$ cat src/rtl/osd_char_writer_if.sv
// Command and character-RAM write bundle for osd_char_writer.
// A command transfers on a clk edge where cmd_valid && cmd_ready; cmd_ready is a registered
// IDLE decode, and cmd_op/row/col/data only need to be stable on that edge.
interface osd_char_writer_if #(
    parameter int ADDR_WIDTH = 11
);
    logic                  cmd_valid;
    logic                  cmd_ready;
    logic [2:0]            cmd_op;
    logic [4:0]            cmd_row;
    logic [5:0]            cmd_col;
    logic [15:0]           cmd_data;
    logic                  busy;
    logic [ADDR_WIDTH-1:0] wr_addr;
    logic [7:0]            wr_data;
    logic                  wr_en;

    modport master (
        output cmd_valid, cmd_op, cmd_row, cmd_col, cmd_data,
        input  cmd_ready, busy, wr_addr, wr_data, wr_en
    );

    modport slave (
        input  cmd_valid, cmd_op, cmd_row, cmd_col, cmd_data,
        output cmd_ready, busy, wr_addr, wr_data, wr_en
    );
endinterface

$ cat src/rtl/osd_char_writer.sv
// Turns print commands (PUTC, HEX8/16, DEC12, FILL_ROW, CLEAR) into one OSD char RAM
// write per clock, with column clipping and a 12-cycle double-dabble for decimals.
module osd_char_writer #(
    parameter int         COLS       = 40,
    parameter int         ROWS       = 30,
    parameter int         ADDR_WIDTH = 11,
    parameter logic [7:0] BLANK_CHAR = 8'h20
) (
    input  logic               clk,
    input  logic               reset_n,
    osd_char_writer_if.slave   bus,
    output logic [1:0]         dbg_state
);
    typedef enum logic [1:0] {S_IDLE, S_EMIT, S_CONV, S_CLEAR} state_t;

    localparam logic [2:0] OP_PUTC  = 3'd1;
    localparam logic [2:0] OP_HEX8  = 3'd2;
    localparam logic [2:0] OP_HEX16 = 3'd3;
    localparam logic [2:0] OP_DEC12 = 3'd4;
    localparam logic [2:0] OP_FILL  = 3'd5;
    localparam logic [2:0] OP_CLEAR = 3'd6;

    // One spare bit so a full-screen count never overflows the index.
    localparam int CW = ADDR_WIDTH + 1;
    localparam logic [CW:0] COLS_W = (CW+1)'(COLS);
    localparam logic [CW:0] ROWS_W = (CW+1)'(ROWS);

    state_t                state;
    logic                  ready_q;
    logic                  wr_en_q;
    logic [ADDR_WIDTH-1:0] wr_addr_q;
    logic [7:0]            wr_data_q;
    logic [2:0]            op_q;
    logic [4:0]            row_q;
    logic [5:0]            col_q;
    logic [15:0]           data_q;
    logic [CW-1:0]         idx;
    logic [CW-1:0]         len_q;
    logic [27:0]           dd;
    logic [27:0]           dd_next;
    logic [3:0]            conv_cnt;

    logic [2:0]            s_op;
    logic [4:0]            s_row;
    logic [5:0]            s_col;
    logic [15:0]           s_val;
    logic [CW-1:0]         s_idx;
    logic [15:0]           hex_src;
    logic [15:0]           hex_sh;
    logic [3:0]            nib;
    logic [5:0]            eff_col;
    logic [CW:0]           col_sum;
    logic [CW:0]           row_ext;
    logic [7:0]            c_char;
    logic                  c_we;
    logic [ADDR_WIDTH-1:0] c_addr;

    function automatic logic [CW-1:0] len_of(input logic [2:0] op);
        case (op)
            OP_PUTC:            len_of = CW'(1);
            OP_HEX8:            len_of = CW'(2);
            OP_HEX16, OP_DEC12: len_of = CW'(4);
            OP_FILL:            len_of = CW'(COLS);
            OP_CLEAR:           len_of = CW'(COLS * ROWS);
            default:            len_of = '0;
        endcase
    endfunction

    // Double-dabble step: BCD digits live in dd[27:12], the binary value shifts out of dd[11:0].
    always_comb begin
        dd_next = dd;
        for (int d = 0; d < 4; d++) begin
            if (dd[12+4*d +: 4] >= 4'd5) dd_next[12+4*d +: 4] = dd[12+4*d +: 4] + 4'd3;
        end
        dd_next = {dd_next[26:0], 1'b0};
    end

    // Character generator: in IDLE it works on the live command so the first write can be
    // registered on the acceptance edge; otherwise it works on the latched command.
    always_comb begin
        s_op    = (state == S_IDLE) ? bus.cmd_op  : op_q;
        s_row   = (state == S_IDLE) ? bus.cmd_row : row_q;
        s_col   = (state == S_IDLE) ? bus.cmd_col : col_q;
        s_idx   = (state == S_IDLE || state == S_CONV) ? '0 : idx;
        s_val   = data_q;
        if (state == S_IDLE)          s_val = bus.cmd_data;
        else if (op_q == OP_DEC12)    s_val = (state == S_CONV) ? dd_next[27:12] : dd[27:12];
        hex_src = (s_op == OP_HEX8) ? {s_val[7:0], 8'h00} : s_val;
        hex_sh  = hex_src << {s_idx[1:0], 2'b00};
        nib     = hex_sh[15:12];
        case (s_op)
            OP_HEX8, OP_HEX16: c_char = (nib < 4'd10) ? 8'h30 + {4'h0, nib} : 8'h37 + {4'h0, nib};
            OP_DEC12:          c_char = 8'h30 + {4'h0, nib};
            OP_CLEAR:          c_char = BLANK_CHAR;
            default:           c_char = s_val[7:0];
        endcase
        eff_col = (s_op == OP_FILL) ? 6'd0 : s_col;
        col_sum = (CW+1)'(eff_col) + (CW+1)'(s_idx);
        row_ext = (CW+1)'(s_row);
        c_we    = (s_op == OP_CLEAR) || ((row_ext < ROWS_W) && (col_sum < COLS_W));
        c_addr  = (s_op == OP_CLEAR) ? ADDR_WIDTH'(s_idx)
                                     : ADDR_WIDTH'(row_ext * COLS_W + col_sum);
    end

    always_ff @(posedge clk or negedge reset_n) begin
        if (!reset_n) begin
            state     <= S_IDLE;
            ready_q   <= 1'b1;
            wr_en_q   <= 1'b0;
            wr_addr_q <= '0;
            wr_data_q <= '0;
            op_q      <= '0;
            row_q     <= '0;
            col_q     <= '0;
            data_q    <= '0;
            idx       <= '0;
            len_q     <= '0;
            dd        <= '0;
            conv_cnt  <= '0;
        end else begin
            wr_en_q <= 1'b0;
            case (state)
                S_IDLE: begin
                    if (bus.cmd_valid && ready_q) begin
                        op_q   <= bus.cmd_op;
                        row_q  <= bus.cmd_row;
                        col_q  <= bus.cmd_col;
                        data_q <= bus.cmd_data;
                        len_q  <= len_of(bus.cmd_op);
                        idx    <= CW'(1);
                        case (bus.cmd_op)
                            OP_PUTC, OP_HEX8, OP_HEX16, OP_FILL, OP_CLEAR: begin
                                state     <= (bus.cmd_op == OP_CLEAR) ? S_CLEAR : S_EMIT;
                                ready_q   <= 1'b0;
                                wr_en_q   <= c_we;
                                wr_addr_q <= c_addr;
                                wr_data_q <= c_char;
                            end
                            OP_DEC12: begin
                                state    <= S_CONV;
                                ready_q  <= 1'b0;
                                idx      <= '0;
                                dd       <= {16'h0000, bus.cmd_data[11:0]};
                                conv_cnt <= '0;
                            end
                            default: ;
                        endcase
                    end
                end
                S_CONV: begin
                    dd       <= dd_next;
                    conv_cnt <= conv_cnt + 4'd1;
                    // The last step's result is consumed directly so the first digit has no gap.
                    if (conv_cnt == 4'd11) begin
                        state     <= S_EMIT;
                        idx       <= CW'(1);
                        wr_en_q   <= c_we;
                        wr_addr_q <= c_addr;
                        wr_data_q <= c_char;
                    end
                end
                S_EMIT, S_CLEAR: begin
                    if (idx == len_q) begin
                        state   <= S_IDLE;
                        ready_q <= 1'b1;
                    end else begin
                        wr_en_q   <= c_we;
                        wr_addr_q <= c_addr;
                        wr_data_q <= c_char;
                        idx       <= idx + CW'(1);
                    end
                end
                default: begin
                    state   <= S_IDLE;
                    ready_q <= 1'b1;
                end
            endcase
        end
    end

    assign bus.cmd_ready = ready_q;
    assign bus.busy      = ~ready_q;
    assign bus.wr_en     = wr_en_q;
    assign bus.wr_addr   = wr_addr_q;
    assign bus.wr_data   = wr_data_q;
    assign dbg_state     = state;
endmodule

$ cat src/flat_wrapper.sv
// flat-port wrapper written by rule: the top's interface ports become plain ports
module osd_char_writer_flat 
#(
    parameter int         COLS       = 40,
    parameter int         ROWS       = 30,
    parameter int         ADDR_WIDTH = 11,
    parameter logic [7:0] BLANK_CHAR = 8'h20
)
  (clk, reset_n, dbg_state, bus_cmd_valid, bus_cmd_op, bus_cmd_row, bus_cmd_col, bus_cmd_data, bus_cmd_ready, bus_busy, bus_wr_addr, bus_wr_data, bus_wr_en);
  osd_char_writer_if #(.ADDR_WIDTH(ADDR_WIDTH)) bus_i ();
  input  logic clk;
  input  logic reset_n;
  output logic [1:0] dbg_state;
  input wire logic [$bits(bus_i.cmd_valid)-1:0] bus_cmd_valid;
  input wire logic [$bits(bus_i.cmd_op)-1:0] bus_cmd_op;
  input wire logic [$bits(bus_i.cmd_row)-1:0] bus_cmd_row;
  input wire logic [$bits(bus_i.cmd_col)-1:0] bus_cmd_col;
  input wire logic [$bits(bus_i.cmd_data)-1:0] bus_cmd_data;
  output wire logic [$bits(bus_i.cmd_ready)-1:0] bus_cmd_ready;
  output wire logic [$bits(bus_i.busy)-1:0] bus_busy;
  output wire logic [$bits(bus_i.wr_addr)-1:0] bus_wr_addr;
  output wire logic [$bits(bus_i.wr_data)-1:0] bus_wr_data;
  output wire logic [$bits(bus_i.wr_en)-1:0] bus_wr_en;
  assign bus_i.cmd_valid = bus_cmd_valid;
  assign bus_i.cmd_op = bus_cmd_op;
  assign bus_i.cmd_row = bus_cmd_row;
  assign bus_i.cmd_col = bus_cmd_col;
  assign bus_i.cmd_data = bus_cmd_data;
  assign bus_cmd_ready = bus_i.cmd_ready;
  assign bus_busy = bus_i.busy;
  assign bus_wr_addr = bus_i.wr_addr;
  assign bus_wr_data = bus_i.wr_data;
  assign bus_wr_en = bus_i.wr_en;
  osd_char_writer #(.COLS(COLS), .ROWS(ROWS), .ADDR_WIDTH(ADDR_WIDTH), .BLANK_CHAR(BLANK_CHAR)) u_core (.clk(clk), .reset_n(reset_n), .bus(bus_i), .dbg_state(dbg_state));
endmodule
$ cat config.mk
export PLATFORM = sky130hd
export DESIGN_NAME = osd_char_writer_flat
export DESIGN_NICKNAME = d
export VERILOG_FILES = /design/src/rtl/osd_char_writer_if.sv /design/src/rtl/osd_char_writer.sv /design/src/flat_wrapper.sv
export SDC_FILE = /design/constraint.sdc
export NUM_CORES = 1
export LEC_CHECK = 0
export BUFFER_PORTS_ARGS = -buffer_cell sky130_fd_sc_hd__buf_2
export CAP_MARGIN = 20
export CELL_PAD_IN_SITES_DETAIL_PLACEMENT = 1
export CELL_PAD_IN_SITES_GLOBAL_PLACEMENT = 1
export CORE_UTILIZATION = 46
export DETAILED_ROUTE_END_ITERATION = 6
export PLACE_DENSITY_LB_ADDON = 0.1
export SETUP_SLACK_MARGIN = 0.1
export SLEW_MARGIN = 30
export SYNTH_ARGS = -nofsm -noshare
export SYNTH_HDL_FRONTEND = slang
export SYNTH_SLANG_ARGS = --single-unit
$ cat constraint.sdc
create_clock -name clk -period 5.6 [get_ports clk]
set_input_delay 0.56 -clock clk [delete_from_list [all_inputs] [get_ports clk]]
set_output_delay 0.56 -clock clk [all_outputs]
set_load 0.1 [all_outputs]
==> results.toml, run 1 <==
[layout]
drive_gt1_frac = 0.1215
fill_cells = 1780
fin_util = 0.5189
area_growth_pct = 10.40
num_antenna_cells = 0
fin_nets = 923
seq_area_um2 = 2579
multiInputGateArea_um2 = 3948

[place]
pre_cts_ws_ps = 915.3
dp.final_hpwl_um = 15750
portBuffers = 56
gp_congestion = 0.9187

[sta]
fmax_ghz = 0.2094
setup_tns_ps = 0
slew_headroom = 0.4271
fin_hold_ws_ps = 315.8
hold_violations = 0
tightest_slew_ps = 859.4
rsz0062_at_grt = "false"
skew_ps = 16.06
post-route-min-period_ps = 4775
final_max_slew_viol_count = 0
setup_viol = 0
period_share = 0.8526
layout_setup_ws_ps = 825.2

[global_routing]
grt_max_degree = 64
busiest_layer = "met2"
use_met3 = 0.04853
grt_pass1_wl_um = 34310
met2_usage = 0.5292
overflow = 0
grtUsageTotal = 0.2974
grt_pass1_vias = 6428
grt_use_met1 = 0.3535
antenna_found_initial = 0

[critical_path]
cp.arrival_ps = 4980
critPathCaptureType = "flip-flop"
critical_path_class = "flip-flop to flip-flop"
crit_slowest_cell = "dfrtp_1"
required_ps = 5810
critical-path-top-delay-family = "adder cells"
critPathMaxFanout = 14
crit_chain = "or2_1, nand4b_1, o21ai_0, a21oi_1, ha_1, inv_1, fa_1, nor2b_1, o31a_1, a21oi_1, ha_1, a21o_1, a21oi_1, nand2b_1, o2bb2ai_1, maj3_1, maj3_1, xnor2_1, a31oi_1"
crit_buf_inv = 1
crit_top_cell = "a21oi_1"
slowest_delay_ps = 560
startpoint_type = "flip-flop"

[clock_network]
cts_tree = "built"
post-cts-setup-buffers = 0
clock_path_buffers = 2
numClockSinks = 103
cts_hold_buf = 0
cts.repair.resized = 0
htreeDepth = 3
clockRootBuffer = "clkbuf_16"
clk_pin_slew_ps = 80
cts_buffers = 9
clock_latency_ps = 370

[synthesis]
yosysTopAreaCellShare = 0.3737
synth_edf_count = 0
synthTopCellsByArea = "dfrtp_1 (37%), nand2_1 (10%), ha_1 (5.1%), o21ai_0 (4.0%), mux2i_1 (3.4%)"
synth_nets = 891
synthesis.area_um2 = 6830
synthTopCellsByCount = "nand2_1 (184), dfrtp_1 (102), nor2_1 (61)"
synth-main-ff-cell = "dfrtp_1"
yosysMostFrequentCell = "nand2_1"
ys_warn_count = 0
synthCells = 827
synth_seq_cells = 103
async_flop_share = 1.000
syn_area_per_cell_um2 = 8.259
synth.largest_area_cell = "dfrtp_1"
ys_seq_area_frac = 0.3775
yosysUniqueCellTypes = 70

[route]
vias_per_cell = 5.951
wire_per_inst_um = 20.35
dr.pass1.iters = 5
drc = 0
detail-route-antenna-nets = 0
drt_iter0_drc = 390
wirelength_um = 21320
vias = 6237

[outcome]
run_status = "finished, final reports clean"

[die]
die_h_um = 123.9
core_area_um2 = 14530
start_util = 0.4700
fp-row-count = 44
io_pins = 57
die-area_um2 = 15340
dieWidth_um = 123.9

[worst_hold_path]
hp-class = "primary input to async pin"

[run]
max_cap_viol_count = 0
placed cells by master, fill, tap and decap left out, types with 3 or more instances in the layout:
cell | netlist | layout
nand2_1 | 184 | 184
xor2_1 | 14 | 14
buf_4 | 0 | 14
nor2_1 | 61 | 58
inv_1 | 31 | 31
mux2_2 | 6 | 6
and2_1 | 10 | 10
nand2b_1 | 11 | 11
nor2b_1 | 12 | 11
o21ai_1 | 4 | 4
a21o_1 | 8 | 8
o21a_1 | 7 | 7
mux2i_1 | 23 | 23
a31oi_1 | 7 | 7
nand3_1 | 18 | 18
a21oi_1 | 42 | 42
nor3b_1 | 5 | 4
o31ai_1 | 4 | 4
buf_2 | 12 | 55
or3_1 | 3 | 3
nor3_1 | 13 | 13
a22o_1 | 4 | 4
o211ai_1 | 9 | 9
ha_1 | 28 | 28
o22ai_1 | 13 | 13
nor2_2 | 0 | 3
a311oi_1 | 5 | 5
xnor2_1 | 18 | 18
a211o_1 | 8 | 8
o21ai_0 | 54 | 54
nor4_1 | 3 | 3
maj3_1 | 3 | 3
fa_1 | 3 | 3
dfrtp_1 | 102 | 102
and3_1 | 6 | 6
nand4_1 | 6 | 6
a211oi_1 | 10 | 10
clkbuf_16 | 0 | 9
layout make-up:
class                   instances  area share
clock inverters                 6    0.006803
clock buffers                  10     0.03036
inverters                      33     0.01643
repair buffers                 69     0.05044
flip-flops and latches        103      0.3420
well taps                     184     0.03053
multi-input cells             643      0.5235
metrics by stage:
| step | area, µm² | std cells |
|---|---|---|
| after floorplan | 6830 | 827 |
| after global placement | 7258 | 1032 |
| after detailed placement | 7258 | 1032 |
| after CTS | 7538 | 1048 |
| after global routing | 7541 | 1048 |
| final | 7541 | 1048 |
path summary, 6_finish.rpt:
path,from,end,slack (ps),cells after the start
setup reg to reg,u_core.dbg_state[1],u_core.bus.wr_addr[10],830,19
min in group clk,bus_cmd_col[1],u_core.col_q[1],410,3
hold reg to reg,u_core.data_q[4],u_core.data_q[4],470,2
hold / removal,reset_n,u_core.dbg_state[1],320,1
max in group asynchronous,reset_n,u_core.row_q[3],4160,2
setup / recovery,u_core.dbg_state[1],u_core.bus.wr_addr[10],830,19
cells by family after synthesis:
| family | synth area share |
|---|---|
| AOI/OAI and AO/OA | 0.1905 |
| xor gates and xnor gates | 0.04433 |
| adders and majority gates | 0.06448 |
| buffers and inverters | 0.04671 |
| DFF | 0.3775 |
| muxes | 0.05184 |
| and+or+nand+nor | 0.2246 |
per-layer routing:
| layer | wire length, µm | part of all wire | vias up |
|---|---|---|---|
| met5 | 0 | 0 | - |
| met4 | 761 | 0.036 | 0 |
| met3 | 624 | 0.029 | 53 |
| met2 | 10840 | 0.51 | 123 |
| met1 | 9099 | 0.43 | 3114 |
| li1 | - | - | 2947 |
sequential cells by signal, indices dropped and copies added, names as in the netlist, 2 cells and up:
| signal | flops |
|---|---|
| u_core.idx | 12 |
| u_core.dd | 28 |
| u_core.bus.wr_addr | 11 |
| u_core.bus.wr_data | 8 |
| u_core.dbg_state | 2 |
| u_core.len_q | 6 |
| u_core.data_q | 16 |
| u_core.conv_cnt | 4 |
| u_core.row_q | 5 |
| u_core.op_q | 3 |
| u_core.col_q | 6 |
Power of run 1 is left out: the tool's default activity adds up to more than one toggle a clock period on the data nets, which glitch-free logic cannot reach.
==> run 2, diff against run 1 <==
--- a/config.mk
+++ b/config.mk
@@ -5,11 +5,12 @@
 export SDC_FILE = /design/constraint.sdc
 export NUM_CORES = 1
 export LEC_CHECK = 0
+export ABC_CLOCK_PERIOD_IN_PS = 6000
 export BUFFER_PORTS_ARGS = -buffer_cell sky130_fd_sc_hd__buf_2
 export CAP_MARGIN = 20
 export CELL_PAD_IN_SITES_DETAIL_PLACEMENT = 1
 export CELL_PAD_IN_SITES_GLOBAL_PLACEMENT = 1
-export CORE_UTILIZATION = 46
+export CORE_UTILIZATION = 49
 export DETAILED_ROUTE_END_ITERATION = 6
 export PLACE_DENSITY_LB_ADDON = 0.1
 export SETUP_SLACK_MARGIN = 0.1
==> constraint.sdc (replaced) <==
create_clock -name clk -period 6 [get_ports clk]
set_input_delay 0.6 -clock clk [delete_from_list [all_inputs] [get_ports clk]]
set_output_delay 0.6 -clock clk [all_outputs]
set_load 0.1 [all_outputs]
==> run 2 against run 1 <==
Against the previous run:
- utilization up 4.3 points
- critical endpoint is now u_core.bus.wr_addr[8]
- first-iteration DRC count up 9.2%
- non-clock buffer count down 1
- final area down 0.23%
- clock skew down 9.2 ps
==> results.toml, run 2 (same netlist as run 1, synthesis figures left out) <==
[outcome]
run_status = "finished, final reports clean"

[layout]
fin_util = 0.5614
largest_register_ffs = 28
final_cell_mix = "nand2_1 (184), dfrtp_1 (102), nor2_1 (58)"
drive_gt1_frac = 0.1182
largest_register = "u_core.dd"
num_antenna_cells = 0
area_growth_pct = 10.15
top_regs = "u_core.dd x28, u_core.data_q x16, u_core.idx x12"
fin_nets = 922
fin_area_um2 = 7523
mostFrequentLayoutCell = "nand2_1"

[route]
drc = 0
detail-route-antenna-nets = 0
drt_iter0_drc = 426
vias_per_cell = 6.123
wire_per_inst_um = 20.94
vias = 6362
wirelength_um = 21750
dr.pass1.iters = 5

[sta]
hold_violations = 0
final_max_slew_viol_count = 0
slew_headroom = 0.4711
fmax_ghz = 0.2085
skew_ps = 6.869
rsz0062_at_grt = "false"
setup_tns_ps = 0
period_share = 0.7994
post-route-min-period_ps = 4796
setup_viol = 0
tightest_slew_ps = 771.3

[clock_network]
clk_pin_slew_ps = 70
clock_path_buffers = 2
post-cts-setup-buffers = 0
numClockSinks = 103
clockRootBuffer = "clkbuf_16"
cts_buffers = 9
htreeDepth = 3
cts.repair.resized = 0
cts_tree = "built"
cts_hold_buf = 0
clock_latency_ps = 360

[die]
die-area_um2 = 14420
die_h_um = 120.1
core_area_um2 = 13400
io_pins = 57
dieWidth_um = 120.1
start_util = 0.5097
fp-row-count = 42

[global_routing]
overflow = 0
grtUsageTotal = 0.3211
antenna_found_initial = 0
grt_pass1_vias = 6666
grt_pass1_wl_um = 35570
grt_max_degree = 62

[critical_path]
crit_slowest_cell = "dfrtp_1"
required_ps = 6290
crit_top_cell = "a21oi_1"
r2r_cells = 19
cp.arrival_ps = 5090
critPathMaxFanout = 14
slowest_delay_ps = 580
startpoint_type = "flip-flop"
crit_chain = "or2_1, nand4b_1, o21ai_0, a21oi_1, ha_1, inv_1, fa_1, nor2b_1, o21ai_0, a21oi_1, ha_1, a21o_1, a21oi_1, nand2b_1, o2bb2ai_1, xor2_1, xor2_1, or4_1, nand3_1"
critPathCaptureType = "flip-flop"
critical_path_class = "flip-flop to flip-flop"

[place]
dp.final_hpwl_um = 15780
gp_congestion = 0.8888
postPlaceCellArea_um2 = 7241
portBuffers = 56

[worst_hold_path]
hp-class = "primary input to async pin"

[power_and_ir_drop]
power.density_nw_per_um2 = 692.2
power.leakage_nw = 3.409
ir_worst_vdd_mv = 0.2676

[run]
max_cap_viol_count = 0
run 2: cell type report:
type	instances	area (µm²)
Multi-Input combinational cell	643	3948
Tap cell	176	220.2
Timing Repair Buffer	68	372.9
Clock buffer	14	264.0
Fill cell	1694	5877
Clock inverter	2	16.27
Inverter	33	123.9
Sequential cell	103	2579
run 2: worst max-delay path: cells and delay by family, from the launching register on:
family	cells	cell delay, ps
AO/OA/AOI/OAI	7	1400
adder cells (fa/ha/maj)	3	900
AND/OR/NAND/NOR	6	1440
buffers and inverters	1	70
flip-flops	1	580
XOR/XNOR	2	330
run 2: path summary, 6_finish.rpt:
| kind | from | to | slack, ps |
|---|---|---|---|
| worst max register to register | u_core.dbg_state[1] | u_core.bus.wr_addr[8] | 1200 |
| worst max-delay path | u_core.dbg_state[1] | u_core.bus.wr_addr[8] | 1200 |
| min in group clk | bus_cmd_data[10] | u_core.data_q[10] | 450 |
| worst min register to register | u_core.data_q[3] | u_core.data_q[3] | 480 |
| worst min-delay path | reset_n | u_core.idx[5] | 240 |
| max in group asynchronous | reset_n | u_core.dd[23] | 4530 |
run 2: per-stage QoR:
step / cells / worst slack [ps] / hold slack (ps) / total power [mW]
after floorplan: 827 / 885.5 / 304.4 / 3.753
after global placement: 1023 / 1509 / 451.2 / 4.433
after detailed placement: 1023 / 1255 / 464.8 / 4.582
after CTS: 1039 / 1228 / 267.7 / 5.202
after global routing: 1039 / 811.3 / 272.6 / 5.587
final: 1039 / 1204 / 236.1 / 5.207
run 2: report_power, final:
group	leakage [nW]	internal, mW	switching [mW]	total [mW]
logic	1.97	1.13	2.20	3.33
clock network	0.133	0.306	0.276	0.583
registers	1.31	1.01	0.286	1.30
run 2: per-layer routing:
layer / vias to the layer above / global-route usage / share of wire
met5: - / 0 / 0
met4: 0 / 0.1203 / 0.032
met3: 55 / 0.05276 / 0.040
met2: 186 / 0.5754 / 0.52
met1: 3184 / 0.3827 / 0.40
li1: 2937 / - / -
Note: power is estimated with default switching activity, not from simulation.
==> run 3, diff against run 2 <==
--- a/config.mk
+++ b/config.mk
@@ -5,12 +5,12 @@
 export SDC_FILE = /design/constraint.sdc
 export NUM_CORES = 1
 export LEC_CHECK = 0
-export ABC_CLOCK_PERIOD_IN_PS = 6000
+export ABC_CLOCK_PERIOD_IN_PS = 4080
 export BUFFER_PORTS_ARGS = -buffer_cell sky130_fd_sc_hd__buf_2
 export CAP_MARGIN = 20
 export CELL_PAD_IN_SITES_DETAIL_PLACEMENT = 1
 export CELL_PAD_IN_SITES_GLOBAL_PLACEMENT = 1
-export CORE_UTILIZATION = 49
+export CORE_UTILIZATION = 41
 export DETAILED_ROUTE_END_ITERATION = 6
 export PLACE_DENSITY_LB_ADDON = 0.1
 export SETUP_SLACK_MARGIN = 0.1
==> constraint.sdc (replaced) <==
create_clock -name clk -period 4.08 [get_ports clk]
set_input_delay 0.408 -clock clk [delete_from_list [all_inputs] [get_ports clk]]
set_output_delay 0.408 -clock clk [all_outputs]
set_load 0.1 [all_outputs]
==> run 3 against run 2 <==
Against the previous run:
- register-to-register slack got worse by 1200 ps
- critical path type unchanged
- clock-buffer cell count shrank 5
- sequential power is 44% higher
- clock power rose by 51%
- critical endpoint is now u_core.bus.wr_addr[9]
- utilization decreased by 6.3 points
==> results.toml, run 3 (same netlist as run 1, synthesis figures left out) <==
[global_routing]
grt_pass1_vias = 6832
grt_max_degree = 47
grtUsageTotal = 0.2784
overflow = 0
grt_pass1_wl_um = 35980
antenna_found_initial = 0

[place]
portBuffers = 56
postPlaceCellArea_um2 = 7486
dp.final_hpwl_um = 16480
gp_congestion = 0.8700

[clock_network]
clk_pin_slew_ps = 80
clockRootBuffer = "clkbuf_16"
clock_path_buffers = 2
cts_buffers = 9
htreeDepth = 3
numClockSinks = 103
cts_tree = "built"
clock_latency_ps = 360

[sta]
skew_ps = 8.206
setup_tns_ps = 0
setup_viol = 0
post-route-min-period_ps = 4074
final_max_slew_viol_count = 0
rsz0062_at_grt = "true"
tightest_slew_ps = 979.2
slew_headroom = 0.3448
period_share = 0.9984
hold_violations = 0
fmax_ghz = 0.2455

[layout]
largest_register_ffs = 28
largest_register = "u_core.dd"
top_regs = "u_core.dd x28, u_core.data_q x16, u_core.idx x12"
final_cell_mix = "nand2_1 (183), dfrtp_1 (100), nor2_1 (57)"
mostFrequentLayoutCell = "nand2_1"
fin_area_um2 = 8009
fin_nets = 958
area_growth_pct = 17.26
drive_gt1_frac = 0.1869
num_antenna_cells = 0

[critical_path]
critical_path_class = "flip-flop to flip-flop"
startpoint_type = "flip-flop"
r2r_cells = 20
crit_slowest_cell = "dfrtp_4"
crit_top_cell = "a21oi_2"
critPathMaxFanout = 4
required_ps = 4380
critPathCaptureType = "flip-flop"
crit_chain = "or2_4, nand4b_1, o21ai_4, a21oi_2, ha_2, inv_2, fa_2, nor2b_2, o31a_1, a21oi_2, buf_4, fa_2, a21o_1, a21oi_2, nor2b_2, nor2_1, maj3_2, xnor3_1, o211ai_1, o21a_1"
cp.arrival_ps = 4370
slowest_delay_ps = 480

[power_and_ir_drop]
power.density_nw_per_um2 = 1027
ir_worst_vdd_mv = 0.4364
p_total_mw = 8.223
power.leakage_nw = 3.641

[route]
vias_per_cell = 5.762
vias = 6425
wirelength_um = 22500
wire_per_inst_um = 20.18
drt_iter0_drc = 288
detail-route-antenna-nets = 0
dr.pass1.iters = 4
drc = 0

[die]
die-area_um2 = 17180
die_h_um = 131.1
core_area_um2 = 16060
fp-row-count = 46
dieWidth_um = 131.1
io_pins = 57
start_util = 0.4254

[outcome]
run_status = "finished, final reports clean"

[worst_hold_path]
hp-class = "primary input to flip-flop"
hold_path_depth = 3

[run]
max_cap_viol_count = 0
-- run 3: final cells by class --
class / count / area [µm²]
clock buffer: 9 / 225.2
clock inverter: 7 / 68.82
fill: 1945 / 8049
inverter: 33 / 123.9
multi-input combinational: 643 / 4058
sequential: 103 / 2586
tap: 216 / 270.3
timing repair buffer: 104 / 676.9
-- run 3: final timing paths --
path | startpoint | to | slack [ps]
worst max-delay path | u_core.dbg_state[1] | u_core.bus.wr_addr[9] | 6
worst min-delay path | bus_cmd_data[9] | u_core.data_q[9] | 250
worst max register to register | u_core.dbg_state[1] | u_core.bus.wr_addr[9] | 6
worst min register to register | u_core.bus.wr_addr[3] | u_core.bus.wr_addr[3] | 490
max in group asynchronous | reset_n | u_core.bus.cmd_ready | 2510
min in group asynchronous | reset_n | u_core.idx[7] | 530
-- run 3: per-layer routing --
metal  wire, µm  global-route usage  part of all wire
met5          0                   0                 0
met4        877              0.1346             0.039
met3        552             0.03815             0.025
met2      12020              0.5191              0.53
met1       9043              0.3110              0.40
-- run 3: critical path: cells and delay by family, from the launching register on --
| family | cells | cell delay [ps] |
|---|---|---|
| AO/OA/AOI/OAI | 8 | 1180 |
| AND/OR/NAND/NOR | 5 | 760 |
| XOR/XNOR | 1 | 210 |
| buffers and inverters | 2 | 200 |
| adder cells (fa/ha/maj) | 4 | 1180 |
| flip-flops | 1 | 480 |
-- run 3: stage by stage --
step	utilization	hold WS, ps	setup WS (ps)	std cells
after floorplan	-	112.4	-241.7	827
after global routing	0.4988	270.7	-158.6	1115
final	0.4988	245.8	6.450	1115
after detailed placement	0.4662	376.2	-95.98	1081
after CTS	0.4909	236.7	88.44	1105
after global placement	0.4645	453.8	108.3	1080
-- run 3: where the power goes --
part | switching [mW] | leakage (nW) | internal, mW
Sequential | 0.381 | 1.31 | 1.49
Combinational | 3.44 | 2.19 | 2.03
Clock | 0.451 | 0.142 | 0.430
-- run 3: what timing repair did --
action                                  4_1_cts  5_1_grt
endpoints found under the setup margin        3        4
endpoints found under the hold margin        17        0
pin swaps                                    12       21
cloned                                        0        0
setup buffers                                 7       10
gates resized for setup                      11       13
hold buffers                                  1        0
